<file path="src/rtl/traffic_pkg.sv">
// Shared light codes, movement indices, monitor states and
// fault codes for the T-junction lamp path.
package traffic_pkg;

  localparam logic [2:0] RED        = 3'b100;
  localparam logic [2:0] RED_YELLOW = 3'b110;
  localparam logic [2:0] GREEN      = 3'b001;
  localparam logic [2:0] YELLOW     = 3'b010;
  localparam logic [2:0] DARK       = 3'b000;

  localparam int NMOV = 6;

  typedef enum logic [2:0] {
    W_E = 3'd0,
    W_N = 3'd1,
    E_W = 3'd2,
    E_N = 3'd3,
    N_E = 3'd4,
    N_W = 3'd5
  } mov_e;

  typedef enum logic [1:0] {
    NORMAL = 2'd0,
    ALLRED = 2'd1,
    FLASH  = 2'd2
  } mon_state_e;

  localparam logic [1:0] FC_NONE = 2'b00;
  localparam logic [1:0] FC_ENC  = 2'b01;
  localparam logic [1:0] FC_SEQ  = 2'b10;
  localparam logic [1:0] FC_CONF = 2'b11;

  typedef logic [NMOV-1:0][2:0] codes_t;

  // Movements that take part in at least one active conflict pair.
  function automatic logic [NMOV-1:0] conflict_mask(
    input logic [NMOV-1:0] act
  );
    logic [NMOV-1:0] m;
    m = '0;
    if (act[W_E] && act[N_E]) begin
      m[W_E] = 1'b1;
      m[N_E] = 1'b1;
    end
    if (act[E_W] && act[W_N]) begin
      m[E_W] = 1'b1;
      m[W_N] = 1'b1;
    end
    if (act[E_W] && act[N_E]) begin
      m[E_W] = 1'b1;
      m[N_E] = 1'b1;
    end
    if (act[E_W] && act[N_W]) begin
      m[E_W] = 1'b1;
      m[N_W] = 1'b1;
    end
    if (act[W_N] && act[E_N]) begin
      m[W_N] = 1'b1;
      m[E_N] = 1'b1;
    end
    if (act[W_N] && act[N_E]) begin
      m[W_N] = 1'b1;
      m[N_E] = 1'b1;
    end
    return m;
  endfunction

endpackage

</file>
<file path="src/rtl/lamp_seq_checker.sv">
// Per-movement check of one light code against its previous code.
// Ports: cur_i/prev_i codes, en_i gate; bad_encoding_o, bad_sequence_o, active_o.
module lamp_seq_checker
  import traffic_pkg::*;
(
  input  logic [2:0] cur_i,
  input  logic [2:0] prev_i,
  input  logic       en_i,
  output logic       bad_encoding_o,
  output logic       bad_sequence_o,
  output logic       active_o
);

  logic valid;
  logic step_ok;

  // step_ok: cur_i is the single legal successor of prev_i
  always_comb begin
    valid   = 1'b0;
    step_ok = 1'b0;
    unique case (1'b1)
      (cur_i == RED): begin
        valid   = 1'b1;
        step_ok = (prev_i == YELLOW);
      end
      (cur_i == RED_YELLOW): begin
        valid   = 1'b1;
        step_ok = (prev_i == RED);
      end
      (cur_i == GREEN): begin
        valid   = 1'b1;
        step_ok = (prev_i == RED_YELLOW);
      end
      (cur_i == YELLOW): begin
        valid   = 1'b1;
        step_ok = (prev_i == GREEN);
      end
      default: begin
        valid   = 1'b0;
        step_ok = 1'b0;
      end
    endcase
  end

  assign bad_encoding_o = en_i & ~valid;
  assign bad_sequence_o = en_i & (cur_i != prev_i) & ~step_ok;
  assign active_o       = en_i & (cur_i != RED);

endmodule

</file>
<file path="src/rtl/lamp_conflict_monitor.sv">
// Safety stage between phase controller and lamp drivers: forwards codes,
// traps bad encodings, bad sequences and conflicts into ALLRED then FLASH.
// Ports: clk, rst (async high), in_* codes, clear_fault; lamp_*, fault,
// fault_code. Define CONFLICT_LOG_EN to add fault_mask and fault_cycle.
module lamp_conflict_monitor
  import traffic_pkg::*;
#(
  parameter int unsigned ALLRED_CYCLES   = 50_000_000,
  parameter int unsigned FLASH_HALF      = 50_000_000,
  parameter int unsigned CONFLICT_CYCLES = 2,
  parameter int unsigned CNT_W           = 28
) (
  input  logic        clk,
  input  logic        rst,
  input  logic [2:0]  in_w_to_e,
  input  logic [2:0]  in_w_to_n,
  input  logic [2:0]  in_e_to_w,
  input  logic [2:0]  in_e_to_n,
  input  logic [2:0]  in_n_to_e,
  input  logic [2:0]  in_n_to_w,
  input  logic        clear_fault,
  output logic [2:0]  lamp_w_to_e,
  output logic [2:0]  lamp_w_to_n,
  output logic [2:0]  lamp_e_to_w,
  output logic [2:0]  lamp_e_to_n,
  output logic [2:0]  lamp_n_to_e,
  output logic [2:0]  lamp_n_to_w,
  output logic        fault,
  output logic [1:0]  fault_code
`ifdef CONFLICT_LOG_EN
  ,
  output logic [5:0]  fault_mask,
  output logic [31:0] fault_cycle
`endif
);

  localparam int unsigned CCW = $clog2(CONFLICT_CYCLES + 1);

  codes_t           cur;
  codes_t           prev_q, prev_d;
  codes_t           lamp_q, lamp_d;
  mon_state_e       state_q, state_d;
  logic [1:0]       fc_q, fc_d;
  logic [CNT_W-1:0] tmr_q, tmr_d;
  logic             phase_q, phase_d;
  logic [CCW-1:0]   cc_q, cc_d, cc_nxt;
  logic [NMOV-1:0]  enc_v, seq_v, act_v, conf_v;
  logic             en, enc_any, seq_any, conf;
  logic             cc_hit, ar_done, fl_wrap;
  logic             clear_ok;

  assign cur = {in_n_to_w, in_n_to_e, in_e_to_n,
                in_e_to_w, in_w_to_n, in_w_to_e};

  assign en = (state_q == NORMAL);

  for (genvar i = 0; i < NMOV; i++) begin : g_chk
    lamp_seq_checker u_chk (
      .cur_i          (cur[i]),
      .prev_i         (prev_q[i]),
      .en_i           (en),
      .bad_encoding_o (enc_v[i]),
      .bad_sequence_o (seq_v[i]),
      .active_o       (act_v[i])
    );
  end

  assign enc_any  = |enc_v;
  assign seq_any  = |seq_v;
  assign conf_v   = conflict_mask(act_v);
  assign conf     = |conf_v;
  assign cc_nxt   = cc_q + CCW'(1);
  assign cc_hit   = (cc_nxt == CCW'(CONFLICT_CYCLES));
  assign ar_done  = (tmr_q == CNT_W'(ALLRED_CYCLES - 1));
  assign fl_wrap  = (tmr_q == CNT_W'(FLASH_HALF - 1));
  assign clear_ok = clear_fault & (cur == {NMOV{RED}});

  always_ff @(posedge clk or posedge rst) begin
    if (rst) state_q <= NORMAL;
    else     state_q <= state_d;
  end

  always_comb begin
    state_d = state_q;
    unique case (state_q)
      NORMAL: begin
        if (enc_any || seq_any || (conf && cc_hit))
          state_d = ALLRED;
      end
      ALLRED: begin
        if (ar_done) state_d = FLASH;
      end
      FLASH: begin
        if (clear_ok) state_d = NORMAL;
      end
      default: state_d = NORMAL;
    endcase
  end

  // Lamps default to RED; only clean NORMAL cycles and FLASH
  // override that, so no offending code ever reaches a lamp.
  always_comb begin
    lamp_d  = {NMOV{RED}};
    prev_d  = prev_q;
    fc_d    = fc_q;
    tmr_d   = '0;
    phase_d = 1'b0;
    cc_d    = '0;
    unique case (state_q)
      NORMAL: begin
        prev_d = cur;
        if (enc_any) begin
          fc_d = FC_ENC;
        end else if (seq_any) begin
          fc_d = FC_SEQ;
        end else if (conf) begin
          if (cc_hit) fc_d = FC_CONF;
          else        cc_d = cc_nxt;
        end else begin
          lamp_d = cur;
        end
      end
      ALLRED: begin
        if (ar_done) begin
          phase_d = 1'b1;
          lamp_d  = {NMOV{YELLOW}};
        end else begin
          tmr_d = tmr_q + CNT_W'(1);
        end
      end
      FLASH: begin
        if (clear_ok) begin
          prev_d = cur;
          fc_d   = FC_NONE;
        end else begin
          tmr_d   = fl_wrap ? '0 : tmr_q + CNT_W'(1);
          phase_d = fl_wrap ? ~phase_q : phase_q;
          lamp_d  = phase_d ? {NMOV{YELLOW}} : {NMOV{DARK}};
        end
      end
      default: begin
        fc_d = fc_q;
      end
    endcase
  end

  always_ff @(posedge clk or posedge rst) begin
    if (rst) begin
      lamp_q  <= {NMOV{RED}};
      prev_q  <= {NMOV{RED}};
      fc_q    <= FC_NONE;
      tmr_q   <= '0;
      phase_q <= 1'b0;
      cc_q    <= '0;
    end else begin
      lamp_q  <= lamp_d;
      prev_q  <= prev_d;
      fc_q    <= fc_d;
      tmr_q   <= tmr_d;
      phase_q <= phase_d;
      cc_q    <= cc_d;
    end
  end

  assign lamp_w_to_e = lamp_q[W_E];
  assign lamp_w_to_n = lamp_q[W_N];
  assign lamp_e_to_w = lamp_q[E_W];
  assign lamp_e_to_n = lamp_q[E_N];
  assign lamp_n_to_e = lamp_q[N_E];
  assign lamp_n_to_w = lamp_q[N_W];
  assign fault       = (state_q != NORMAL);
  assign fault_code  = fc_q;

`ifdef CONFLICT_LOG_EN
  logic [31:0]     cyc_q;
  logic [31:0]     fcyc_q, fcyc_d;
  logic [NMOV-1:0] mask_q, mask_d;

  // Mask reflects only the movements behind the recorded fault class.
  always_comb begin
    mask_d = mask_q;
    fcyc_d = fcyc_q;
    if (state_q == NORMAL && state_d == ALLRED) begin
      fcyc_d = cyc_q;
      if (enc_any)      mask_d = enc_v;
      else if (seq_any) mask_d = seq_v;
      else              mask_d = conf_v;
    end else if (state_q == FLASH && state_d == NORMAL) begin
      mask_d = '0;
      fcyc_d = '0;
    end
  end

  always_ff @(posedge clk or posedge rst) begin
    if (rst) begin
      cyc_q  <= '0;
      fcyc_q <= '0;
      mask_q <= '0;
    end else begin
      cyc_q  <= cyc_q + 32'd1;
      fcyc_q <= fcyc_d;
      mask_q <= mask_d;
    end
  end

  assign fault_mask  = mask_q;
  assign fault_cycle = fcyc_q;
`endif

endmodule

</file>
<file path="config.mk">
export PLATFORM = sky130hd
export DESIGN_NAME = lamp_conflict_monitor
export DESIGN_NICKNAME = d
export VERILOG_FILES = /design/src/rtl/traffic_pkg.sv /design/src/rtl/lamp_seq_checker.sv /design/src/rtl/lamp_conflict_monitor.sv
export SDC_FILE = /design/constraint.sdc
export NUM_CORES = 1
export LEC_CHECK = 0
export CAP_MARGIN = 20
export CORE_UTILIZATION = 34
export CTS_BUF_LIST = sky130_fd_sc_hd__clkbuf_16
export DETAILED_ROUTE_END_ITERATION = 10
export MAX_ROUTING_LAYER = met4
export SLEW_MARGIN = 20
export SYNTH_ARGS = -nofsm -noshare
export SYNTH_HDL_FRONTEND = slang
export SYNTH_HIERARCHICAL = 1
export SYNTH_SLANG_ARGS = --single-unit
</file>
<file path="constraint.sdc">
create_clock -name clk -period 3.4 [get_ports clk]
set_input_delay 0.85 -clock clk [delete_from_list [all_inputs] [get_ports clk]]
set_output_delay 0.85 -clock clk [all_outputs]
set_load 0.05 [all_outputs]
</file>
* Yosys cells after proc, flatten, opt, wreduce, memory -nomap -nowiden
Cells that the tools add are included.
** Storage, ports and cells
- Flip-flop bits (word level) :: 71
- Bits of input ports :: 21
- Output and inout bits :: 21
- Word-level logic and storage cells :: 203
** Operators by class
- $add $sub $neg :: 2
- Equality and inequality tests :: 70
- Multiplexer cells :: 52
- Bitwise gates (word level) :: 38
- Reductions and logical operators :: 24
** Operators by type and width (count)
- $mux W18 :: 6
- $eq A3 B3 Y1 const B :: 24
- $mux W28 :: 2
- $pmux W28 S2 :: 1
- $pmux W18 S3 :: 1
- $eq A3 B1 Y1 const B :: 12
- $eq A3 B2 Y1 const B :: 12
- $pmux W18 S2 :: 1
- $add A28 B1 Y28 const B :: 1
- $eq A28 B26 Y1 const B :: 1
- $mux W2 :: 13
- $and A1 B1 Y1 :: 25
- $pmux W1 S4 :: 6
- $reduce_or A4 Y1 :: 6
- $eq A18 B18 Y1 const B :: 1
- $mux W1 :: 18
- $ne A3 B3 Y1 :: 6
- $ne A3 B3 Y1 const B :: 6
- $reduce_or A6 Y1 :: 3
- $mux W17 :: 1
- $not A1 Y1 :: 13
- $ne A4 B4 Y1 const B :: 2
- $logic_and A1 B1 Y1 :: 7
- $ne A2 B2 Y1 const B :: 3
- other kinds (12) :: 15

* Logic depth before layout (Yosys ltp)
Gate-level depths: netlist (run 1).
- Word-level depth :: 11
- Mapped depth :: 9
- Depth with buffers taken out :: 9

* Cells and area by module
Netlist (run 1), hierarchy kept.
** Modules (own cells, without submodules)
- lamp_conflict_monitor :: instances 1, cells each 300, area each 3353.2 um^2, seq. area each 1791.7 um^2
- lamp_seq_checker :: instances 6, cells each 20, area each 121.4 um^2, seq. area each 0.0 um^2

* Worst setup path before layout (run 1)
No wires, ideal clock.
- Path type :: in2reg
- From :: input port in_w_to_n[0]
- To :: register lamp_q (netlist bit lamp_e_to_n[0])
- Library setup time :: 67 ps
- Arrival :: 2489 ps
- Required time :: 3333 ps
- Setup slack :: 844 ps
- Stages on the path :: 9
- Path buffers :: 0
- Cells stage by stage :: nor3b_1 a21oi_1 o41ai_2 a21oi_1 nor4_1 nor3b_1 nand3_1 nor3_1 and2_1
** RTL lines
- start, declared :: RTL line lamp_conflict_monitor.sv:16 : input logic [2:0] in_w_to_n,
- end signal, assigned :: RTL line lamp_conflict_monitor.sv:149 : lamp_q <= {NMOV{RED}};
- end signal, assigned :: RTL line lamp_conflict_monitor.sv:156 : lamp_q <= lamp_d;
- end, declared :: RTL line lamp_conflict_monitor.sv:41 : codes_t lamp_q, lamp_d;

==> impl_results.md, run 1 <==
- Crit path buffers/inverters: 4
- # H-tree levels: 3
- Pwr Density: between 300 and 400 nW/um2
- Worst Hold Class: flop to flop
- Setup slack, reg-to-reg: about 0.74 ns
- Status: complete, but fails checks
- Count of final setup violators: 0
- Clock Skews: 0.00538 ns
- Failing checks: DRC
- Layout fillers: around 1100
- Clock tree root buffer cell: clkbuf_16
- Met1 usage: roughly a fifth
- Worst Setup EP: lamp_n_to_e[2]$_DFF_PP1_
- Top-count cell post-synth: dfrtp_1
- Core Rows: 39
- Crit path max fanout: 7
- Chip height: 112 um
- Synth top area share: about 36%
- Slew margin rel.: about two thirds
- GRT busiest layer: met2
- Die Width: roughly 110 um
- DRT antenna net count: 0
- Post-DP HPWL: ~7000 um
- DRT iter0 DRCs: approximately 170
- Maximum Capacitance Violations: 0
- Post-synth net total: between 400 and 500
- Core area: 11600 um2
- Worst VDD drop: 189 uV
- Syn Area/Cell: slightly below 10 um2
- Seq/Total Area, Yosys: between 40 and 50%
- Clk pin slew, worst setup/hold paths: roughly 0.06 ns
- Post-Route Utilization: a little under half
- Total track usage: about 17%
- Post-synth EDFFs: 0
- Post-Route WL: approximately 10000 um
- Crit path DAT: roughly 3.3 ns
- Pin slew with the least headroom to its limit: roughly 0.52 ns
- Die area: 12400 um2
- Post-Syn Area: 4080 um2
- Final #Nets: around 530
- IO buf count: slightly above 40
- Max frequency: about 0.33 GHz
- Hold WS: 0.450 ns
- FF/Latch Area: around 1800 um2
- DP Area: slightly below 5000 um2
- Final Hold Viols: 0
- Ys flop type: dfrtp_1
- Wire per inst: around 15 um
- Crit Reg-Reg Endpoint: state_q[1]$_DFFE_PP0P_
- R2r worst-path depth: 10
- Critical Path RT: ~3.6 ns
- Cell depth of the worst setup path: 13
- CTS max path bufs: 2
- Setup total negative slack: 0 ns
- Crit path launch: in_w_to_n[2]
- Vias: between 3000 and 4000
- CTS Sinks: between 70 and 80
- Crit end category: flop
- # DRC: 2
- First-pass detailed-route iteration total: 7
- Initial antenna violation count: 0
- Dpl cells: 634
- First-pass GRT wire length: between 15000 and 20000 um
- CTS tree: done
- Met2 usage in global routing: between 20 and 30%
- Max Slew Vio Count: 0
- Vias per cell: around 5.2
- CTS Buf Count: 9
- Clock Latency Late Sink: ~0.33 ns
- Min Clock Period, post-route: slightly above 3 ns
- Synth top area cells: dfrtp_1 (36%), dfstp_2 (7.7%), nor2_1 (4.2%)
- RSZ-0062 raised after global routing: false
- Syn. warnings: 6
- RR Startpoint: state_q[0]$_DFFE_PP0P_
- Largest net degree at the start of global routing: 72
- Remaining global-route overflow: 0
- Synth async-reset ratio: between 90% and 100%
- Crit start category: primary input
- Crit path max-delay family: simple AND/OR/NAND/NOR gates
- Share of cells above drive strength 1: about a fifth
- Post-synthesis register bit count: 71
- Top post-synthesis cells by count: dfrtp_1 (59), nor2_1 (46), nand2_1 (30)
- Layout area overhead: 28.6%
- Vias in the first global route: 3423
- Slowest cell on the critical path: clkdlybuf4s50_1
- Area of the multi-input gates: around 2200 um2
- Post-Layout Cell Count: 650
- Leading area contributor after synthesis: dfrtp_1
- Crit Path Class: primary input to flop
- Distinct cells, synth: 55
- Cell area after layout: ~5200 um2
- Met3 Use GR: under 10%
- P_leak: 2.22 nW
- RePlAce Congestion: approximately 0.80
- Tcrit/Tclk final: approximately nine tenths
- IO Pins: 42
- CP Cell Sequence: clkdlybuf4s50_1 > buf_4 > nor2_1 > o22ai_1 > nor3_1 > a21oi_1 > nor4_1 > buf_4 > nor3b_2 > buf_4 > nand3b_1 > o21ai_0 > nand2_1
- Max stage delay on crit path: 0.46 ns
- Cells after synthesis: 420
- Worst path most repeated cell: buf_4
- Initial Util: 35.3%
- Ant diodes: 0
worst min-delay path by stage:
stage                      startpoint                end  slack, ns  depth (start not counted)
CTS                 cc_q[0]$_DFF_PP0_  cc_q[0]$_DFF_PP0_       0.44                          1
detailed placement  cc_q[0]$_DFF_PP0_  cc_q[0]$_DFF_PP0_       0.44                          1
finish              cc_q[0]$_DFF_PP0_  cc_q[0]$_DFF_PP0_       0.45                          1
global route        cc_q[0]$_DFF_PP0_  cc_q[0]$_DFF_PP0_       0.46                          1
floorplan           cc_q[0]$_DFF_PP0_  cc_q[0]$_DFF_PP0_       0.41                          1
global placement    cc_q[0]$_DFF_PP0_  cc_q[0]$_DFF_PP0_       0.43                          1
cells in the final DEF, fill, tap and decap left out, drive strengths merged, types with 10 or more instances in the layout:
cell	instances
dfstp	12
nor2	47
inv	22
mux2	18
dfrtp	59
clkdlybuf4s50	41
nand2b	13
nand3	15
buf	35
o21ai	15
a21oi	25
nor3	21
nand2	31
xor2	16
xnor2	10
state kept, by name, indices dropped and copies added, names as in the netlist:
name and count:
lamp_e_to_n 3, lamp_e_to_w 3, prev_q 18, phase_q 1
tmr_q 28, state_q 2, fault_code 2, lamp_n_to_e 3
lamp_w_to_e 3, cc_q 2, lamp_w_to_n 3, lamp_n_to_w 3
kinds of logic (layout without fill, tap and decap cells):
group	after synthesis	count (layout)	share of synthesized area [%]
XOR/XNOR	26	26	5.58
adder cells (fa/ha/maj)	5	5	1.53
flip-flops	71	71	43.9
AO/OA/AOI/OAI	83	83	14.9
AND/OR/NAND/NOR	189	189	25.1
buffers and inverters	27	114	2.85
multiplexers	19	19	6.13
cell type report:
| class | count | area share, % |
|---|---|---|
| Sequential cell | 71 | 34.1 |
| Tap cell | 143 | 3.41 |
| Clock buffer | 9 | 4.29 |
| Multi-Input combinational cell | 322 | 41.6 |
| Timing Repair Buffer | 76 | 13.3 |
| Inverter | 22 | 1.57 |
| Clock inverter | 7 | 1.67 |
per-stage QoR:
stage	worst slack, ns	power, W
floorplan	0.773	0.000901
global placement	-0.00122	0.000978
detailed placement	-0.0803	0.000980
CTS	0.248	0.00198
global route	0.100	0.00202
finish	0.336	0.00196
where the power goes:
part	total [W]	leakage [nW]	internal [W]	switching (W)
registers	0.000846	0.925	0.000846	0
logic	0.000119	1.15	0.0000539	0.0000650
clock network	0.000991	0.147	0.000635	0.000356
routing by layer:
metal	share of wire [%]	wire length, um	up-vias
li1	-	-	1672
met1	47	4620	1658
met5	0	0	-
met2	48	4680	62
met3	3.5	340	13
met4	1.7	163	0
repair_timing:
action	CTS	global route
hold buffers	0	0
endpoints found under the hold margin	0	0
endpoints found under the setup margin	0	7
resized for setup	0	2
buffers inserted	0	0
Power figures use the tool's default switching activity.
==> run 2, diff against run 1 <==
- CORE_ASPECT_RATIO: unset -> 1.2
==> run 2 against run 1 <==
The run now ends clean. Fmax decreased by 3.4%. Register-to-register slack got worse by 0.25 ns. Global-route usage is 0.93 points higher. Final area fell by 0.98%. Core utilization shrank 0.66 points. Worst setup slack got worse by 0.11 ns. Largest power group unchanged. Highest routed layer unchanged.
==> impl_results.md, run 2 (synthesis results as in run 1) <==
- Status: completed
- Share of cells above drive strength 1: 19.7%
- Clock Skews: 0.00788 ns
- Final setup margin: 0.228 ns
- Leading cell type in the layout, fill and taps excluded: dfrtp_1
- Hold path endpoint: cc_q[0]$_DFF_PP0_
- Worst Hold Depth: 1
- Layout area overhead: 27.3%
- Die area: ~12000 um2
- DRT iter0 DRCs: roughly 150
- Hold-fix buffers, CTS: 0
- RSZ-0062 raised after global routing: false
- Final #Nets: 524
- Worst VDD drop: about 210 uV
- Worst slack, placed: -0.136 ns
- CTS Sinks: roughly 70
- Total track usage: a little under a fifth
- Initial antenna violation count: 0
- Area of the multi-input gates: approximately 2200 um2
- Setup slack, reg-to-reg: between 0.4 and 0.5 ns
- Count of final setup violators: 0
- Worst Hold Class: flop to flop
- Clk pin slew, worst setup/hold paths: 0.06 ns
- CTS max path bufs: 2
- Maximum Capacitance Violations: 0
- P_leak: between 2 and 2.5 nW
- Dpl cells: 644
- Commonest non-fill, non-tap cells in the layout: dfrtp_1 (59), nor2_1 (46), clkdlybuf4s50_1 (41)
- R2r worst-path depth: 10
- Min Clock Period, post-route: between 3 and 4 ns
- CTS tree: done
- Vias: ~3400
- IO buf count: 41
- Hold WS: approximately 0.45 ns
- Largest register FFs: 28
- Tcrit/Tclk final: 93.3%
- Crit Reg-Reg Endpoint: state_q[1]$_DFFE_PP0P_
- Max Slew Vio Count: 0
- Remaining global-route overflow: 0
- Post-Layout Cell Count: 660
- # DRC: 0
- Vias in the first global route: between 3000 and 4000
- Critical Path RT: roughly 2.6 ns
- Largest net degree at the start of global routing: between 70 and 80
- Ant diodes: 0
- Max frequency: 0.315 GHz
- Crit path max fanout: 12
- Crit start category: flop
- # H-tree levels: 3
- Final Hold Viols: 0
- Core Rows: 43
- Crit path DAT: ~2.3 ns
- Crit end category: output pin
- Wire per inst: 15.4 um
- Initial Util: between 30% and 40%
- FF/Latch Area: roughly 1800 um2
- Pwr Density: between 300 and 400 nW/um2
- Largest Register: tmr_q
- Clock Latency Late Sink: approximately 0.34 ns
- Crit Path Class: flop to output pin
- Slew margin rel.: a little over a quarter
- First-pass detailed-route iteration total: 4
- RePlAce Congestion: 0.855
- CTS Buf Count: 9
- Core area: ~12000 um2
- Post-DP HPWL: 7360 um
- Post-CTS Setup Bufs: 0
- First-pass GRT wire length: 16900 um
- Biggest regs: tmr_q: 28 flops, prev_q: 18 flops
- Post-Route WL: 10200 um
- RR Startpoint: state_q[0]$_DFFE_PP0P_
- Vias per cell: between 5 and 6
- Pin slew with the least headroom to its limit: 1.09 ns
- Post-CTS Resized: 0
- DRT antenna net count: 0
- Chip height: around 120 um
- IO Pins: 42
- Layout fillers: around 1200
- Clock tree root buffer cell: clkbuf_16
- Die Width: around 100 um
- Hold Startpoint: cc_q[0]$_DFF_PP0_
## run 2: cell types whose count changed in the layout (fill, tap and decap cells not counted), moves of 2 or more
| cell | before | now |
|---|---|---|
| clkinvlp_4 | 2 | 0 |
| clkinv_2 | 1 | 3 |
| bufinv_16 | 2 | 0 |
| buf_4 | 33 | 28 |
## run 2: worst max-delay path, cell delays in order, from the launching register on
cell and delay, ns:
dfrtp_1 0.40, inv_1 0.11, ha_1 0.53, inv_1 0.20, clkdlybuf4s50_1 0.75
## run 2: layout make-up
type                       count  area share (%)
sequential                    71            34.5
timing repair buffer          72            13.1
multi-input combinational    322            41.9
inverter                      22            1.59
clock buffer                   9            4.33
clock inverter                 7           0.771
tap                          157            3.78
## run 2: how the worst max path moves through the flow
stage	to	cells past startpoint	from	slack (ns)
6_report	fault	4	state_q[0]$_DFFE_PP0P_	0.23
4_1_cts	lamp_n_to_w[2]$_DFF_PP1_	11	in_e_to_w[0]	0.21
5_1_grt	fault	4	state_q[0]$_DFFE_PP0P_	0.09
2_1_floorplan	cc_q[0]$_DFF_PP0_	1	rst	0.77
3_3_place_gp	lamp_w_to_n[2]$_DFF_PP1_	11	in_e_to_w[0]	-0.1
3_5_place_dp	lamp_e_to_w[2]$_DFF_PP1_	11	in_e_to_w[0]	-0.14
## run 2: metal layers
| metal | GRT usage, % | wire length (um) |
|---|---|---|
| met5 | - | 0 |
| met4 | 8.21 | 291 |
| met3 | 4.02 | 305 |
| met2 | 30.5 | 5200 |
| met1 | 21.3 | 4360 |
## run 2: where the power goes
part,internal [W],switching [W]
clock network,0.000488,0.000369
logic,0.0000526,0.0000660
registers,0.000846,0
total,0.00139,0.000435
## run 2: per-stage QoR
stage	area, um2	power [W]	setup TNS, ns	utilization, %
2_1_floorplan	4080	0.000901	0	-
3_3_place_gp	4920	0.000978	-0.330	42.4
3_5_place_dp	4920	0.000980	-1.15	42.4
4_1_cts	5190	0.00184	0	44.7
5_1_grt	5200	0.00189	0	44.7
6_report	5200	0.00182	0	44.7
